--- config.mk ---
export PLATFORM = sky130hd
export DESIGN_NAME = mode_cmd_encoder
export DESIGN_NICKNAME = d
export VERILOG_FILES = /design/src/rtl/mode_cmd_encoder.sv
export SDC_FILE = /design/constraint.sdc
export NUM_CORES = 1
export LEC_CHECK = 0
export ABC_AREA = 1
export CAP_MARGIN = 0
export CORE_MARGIN = 5
export CORE_UTILIZATION = 49
export DETAILED_ROUTE_END_ITERATION = 6
export PLACE_DENSITY = 0.7
export SKIP_LAST_GASP = 1
export SLEW_MARGIN = 20
export SYNTH_ARGS = -nofsm -noshare
export SYNTH_HDL_FRONTEND = slang
export SYNTH_SLANG_ARGS = --single-unit
--- constraint.sdc ---
create_clock -name clock -period 2.86 [get_ports clock]
set_input_delay 0.286 -clock clock [delete_from_list [all_inputs] [get_ports clock]]
set_output_delay 0.286 -clock clock [all_outputs]
set_load 0.005 [all_outputs]
--- src/rtl/mode_cmd_encoder.sv ---
// rtl/mode_cmd_encoder.sv - debounced push-button front end producing the ain mode/execute command bus
module mode_cmd_encoder #(
    parameter int DB_CYCLES = 16
) (
    input  logic       clock,
    input  logic       reset,
    input  logic       btn_clr,
    input  logic       btn_tgl,
    input  logic       btn_set,
    input  logic       btn_go,
    output logic [1:0] ain,
    output logic [1:0] mode,
    output logic [7:0] exec_cnt
);

    localparam int            CW      = $clog2(DB_CYCLES);
    localparam logic [CW-1:0] CNT_MAX = CW'(DB_CYCLES - 1);

    // Button lanes: 0 = clr, 1 = tgl, 2 = set, 3 = go
    logic [3:0]    raw;
    logic [3:0]    s1_q, s2_q;
    logic [3:0]    db_q, db_d;
    logic [3:0]    dly_q;
    logic [3:0]    rise;
    logic [CW-1:0] cnt_q [4];
    logic [CW-1:0] cnt_d [4];

    logic [1:0] ain_q, ain_d;
    logic [1:0] mode_q, mode_d;
    logic [7:0] exec_q, exec_d;
    logic [1:0] pend_q, pend_d;
    logic       pend_v_q, pend_v_d;

    logic [1:0] sel_code;
    logic       sel_v;

    assign raw  = {btn_go, btn_set, btn_tgl, btn_clr};
    assign rise = db_q & ~dly_q;

    // Debounce: count consecutive mismatch cycles, flip the level once DB_CYCLES have elapsed
    always_comb begin
        for (int i = 0; i < 4; i++) begin
            db_d[i]  = db_q[i];
            cnt_d[i] = '0;
            if (s2_q[i] != db_q[i]) begin
                if (cnt_q[i] == CNT_MAX) begin
                    db_d[i] = ~db_q[i];
                end else begin
                    cnt_d[i] = cnt_q[i] + 1'b1;
                end
            end
        end
    end

    // Synchronizer, debounce and edge-detect registers for all four buttons
    always_ff @(posedge clock or negedge reset) begin
        if (!reset) begin
            s1_q  <= '0;
            s2_q  <= '0;
            db_q  <= '0;
            dly_q <= '0;
            for (int i = 0; i < 4; i++) begin
                cnt_q[i] <= '0;
            end
        end else begin
            s1_q  <= raw;
            s2_q  <= s1_q;
            db_q  <= db_d;
            dly_q <= db_q;
            for (int i = 0; i < 4; i++) begin
                cnt_q[i] <= cnt_d[i];
            end
        end
    end

    // Select priority set > tgl > clr; lower-priority simultaneous presses are dropped
    always_comb begin
        sel_code = 2'b00;
        if (rise[2]) begin
            sel_code = 2'b11;
        end else if (rise[1]) begin
            sel_code = 2'b10;
        end else if (rise[0]) begin
            sel_code = 2'b01;
        end
        sel_v = |rise[2:0];
    end

    // Command sequencing: execute wins the cycle, a colliding select is parked one cycle
    always_comb begin
        ain_d    = mode_q;
        mode_d   = mode_q;
        exec_d   = exec_q;
        pend_d   = pend_q;
        pend_v_d = 1'b0;
        if (rise[3]) begin
            ain_d  = 2'b00;
            exec_d = exec_q + 8'd1;
            if (sel_v) begin
                pend_d   = sel_code;
                pend_v_d = 1'b1;
            end
        end else if (sel_v) begin
            // a fresh press is newer than anything parked, so it takes precedence
            mode_d = sel_code;
            ain_d  = sel_code;
        end else if (pend_v_q) begin
            mode_d = pend_q;
            ain_d  = pend_q;
        end
    end

    // Command state registers; ain resets asynchronously to the clear mode
    always_ff @(posedge clock or negedge reset) begin
        if (!reset) begin
            ain_q    <= 2'b01;
            mode_q   <= 2'b01;
            exec_q   <= 8'd0;
            pend_q   <= 2'b00;
            pend_v_q <= 1'b0;
        end else begin
            ain_q    <= ain_d;
            mode_q   <= mode_d;
            exec_q   <= exec_d;
            pend_q   <= pend_d;
            pend_v_q <= pend_v_d;
        end
    end

    assign ain      = ain_q;
    assign mode     = mode_q;
    assign exec_cnt = exec_q;

endmodule

==> results.ini <==
[run_status]
status = finished with violations
violations = negative hold slack

[sta]
max-slew-margin-rel_pct = 62.8
fin_crit_sh_pct = 56.4
hold_viol = 24
setup_violations = 0
fin_hold_ws_ns = -0.0206
rsz0062_at_grt = false
final-max-slew-violation-count = 0
timing.fmax_ghz = 0.620
fin_ws_ns = 1.25
finalCriticalPeriod_ns = 1.61
finClkSkew_ns = 0.00603
worstMarginPinSlew_ns = 0.558
tns_ns = 0

[place]
pre_cts_slack_ns = 1.55
dp.cells = 246
portBuffers = 17
place_congestion = 0.753
hpwlAfterDp_um = 2080

[grt]
grt.overflow.total = 0
grt_pass1_wl_um = 4880
grt_use_total_pct = 12.1
grt_max_degree = 48
antenna_found_initial = 0
grt_pass1_vias = 1170

[final_layout]
final_cells = 254
diodes = 0
drive_above_1_share_pct = 6.31
final_core_util_pct = 59.3
num-fill-cells = 298
nNetsFinal = 216
areaGrowthSynthToFinish_pct = 16.4

[floorplan]
rows = 22
initial_utilization_pct = 50.9
core_area_mm2 = 0.00369
die-area_mm2 = 0.00517
die_h_um = 71.9
die_w_um = 71.9
io_pins = 18

[flow_run]
maxCapViolations = 0

[logic_synthesis]
yosysTopAreaCell = dfrtp_1
synthCells = 181
ys_async_sr_fraction_pct = 100
synth.top_cells.by_area = dfrtp_1 (60%), nand2_1 (6.8%), inv_1 (5.0%)
synth_warnings = 0
yosysMostFrequentCell = dfrtp_1
synth_common_cells = dfrtp_1 (45), nand2_1 (34), inv_1 (25), nor2_1 (22), nand3_1 (12)
synth.top_cell.area_share_pct = 59.9
synth_cell_types = 19
netlist_area_mm2 = 0.00188
synth-seq-cells = 47
ys_seq_area_share_pct = 62.7
synthFlopType = dfrtp_1
syn_nets = 192
avgSynthCellArea_um2 = 10.4
synth_edf_count = 0

[worst_setup_path]
cp.required_ns = 2.57
crit_buf_inv = 1
worst_path_max_delay_cell = dfstp_2
cp.depth = 1
crit_family = flip-flops
reg2reg_depth = 3
cp.arrival_ns = 1.33
reg2reg_from = cnt_q[4]
criticalPathCategory = flop to output pin
max_stage_delay_ns = 0.54
startpoint = mode[0]
worst_setup_path_start_kind = flop
crit_fanout = 3
critPathCaptureType = output pin
crit_path_cell_trace = clkdlybuf4s50_1

[clock_network]
cts-resized-gates = 0
cts_tree = built
cts_num_sinks = 47
numCtsBuffers = 5
clk_path_buf_depth = 2
htreeDepth = 2
clock_latency_ns = 0.29
post_cts_buffers = 0
cts-root-buf = clkbuf_8
postCtsHoldBufs = 0
clk_pin_slew_ns = 0.07

[power]
power_density_mw_per_mm2 = 518
power_mw = 1.13
p_leak_nw = 1.10
vdd_drop_max_mv = 0.398

[drt]
wl_per_cell_um = 10.9
routed_wl_um = 2760
drc_errors = 0
vias = 1187
drtAntennaViolNets = 0
drtIter0Drc = 44
via_per_inst = 4.67
first_pass_iters = 4

[min_path]
hold_path.class = primary input to async pin

==> state kept, by name, summed over array words and instances (netlist names) <==
name	cells
pend_v_q	1
s2_q	4
mode	2
pend_q	2
ain	2
s1_q	4
dly_q	4
exec_cnt	8
db_q	4
cnt_q	16
==> report_power, final <==
| part | internal, mW | switching (mW) | leakage, nW |
|---|---|---|---|
| Clock | 0.174 | 0.192 | 0.0395 |
| Combinational | 0.0292 | 0.0335 | 0.439 |
| Sequential | 0.689 | 0.0159 | 0.620 |
| Total | 0.892 | 0.241 | 1.10 |
==> area by class of cell <==
| cell class | instances | area (um^2) | share of cell area [%] |
|---|---|---|---|
| Timing Repair Buffer | 17 | 168 | 7.67 |
| Tap cell | 48 | 60.1 | 2.75 |
| Sequential cell | 47 | 1180 | 53.9 |
| Clock buffer | 8 | 80.1 | 3.66 |
| Inverter | 25 | 93.8 | 4.29 |
| Multi-Input combinational cell | 109 | 607 | 27.7 |
==> through the flow <==
| step | instance area (um^2) | hold WS [ns] |
|---|---|---|
| floorplan | 1880 | -0.00959 |
| global route | 2190 | 0.0296 |
| CTS | 2180 | 0.185 |
| detailed placement | 2100 | 0.340 |
| finish | 2190 | -0.0206 |
| global placement | 2100 | 0.333 |
==> worst reg2reg max path, stage by stage, from the launching register on <==
cell	delay, ns
dfrtp_1	0.40
ha_1	0.23
nand3_1	0.10
mux2_2	0.33
==> worst paths after layout <==
path | slack [ns] | to
max in group asynchronous | 2.49 | ain[0]
worst max register to register | 1.68 | db_q[2]
worst max-delay path | 1.25 | mode[0]
min in group clock | 0.35 | s2_q[0]
worst min-delay path | -0.02 | cnt_q[4]
worst min register to register | 0.35 | s2_q[0]
==> layer usage <==
layer	GRT usage, %	vias up	routed length (um)
li1	-	609	-
met1	14.4	559	1260
met2	19.8	17	1340
met3	5.26	2	135
met4	3.97	0	23
met5	0	-	0
==> cells by family after synthesis <==
group           after synthesis  synth area share (%)
flops                        47                  62.7
fa+ha+maj                     5                  3.33
xor+xnor                     12                  5.59
mux                           1                 0.599
compound gates                8                  2.26
simple gates                 83                  20.5
buf+inv                      25                  4.99
==> placed cells by master, fill, tap and decap left out, types with 4 or more instances in the layout <==
cell | Yosys | layout
nand2b_1 | 4 | 4
clkbuf_8 | 0 | 5
nand2_1 | 34 | 34
xnor2_1 | 6 | 6
inv_1 | 25 | 25
nand3_1 | 12 | 12
dfrtp_1 | 45 | 45
nor2_1 | 22 | 22
xor2_1 | 6 | 6
clkdlybuf4s50_1 | 0 | 16
ha_1 | 5 | 5
a21oi_1 | 4 | 4
Note: power is estimated with default switching activity, not from simulation.
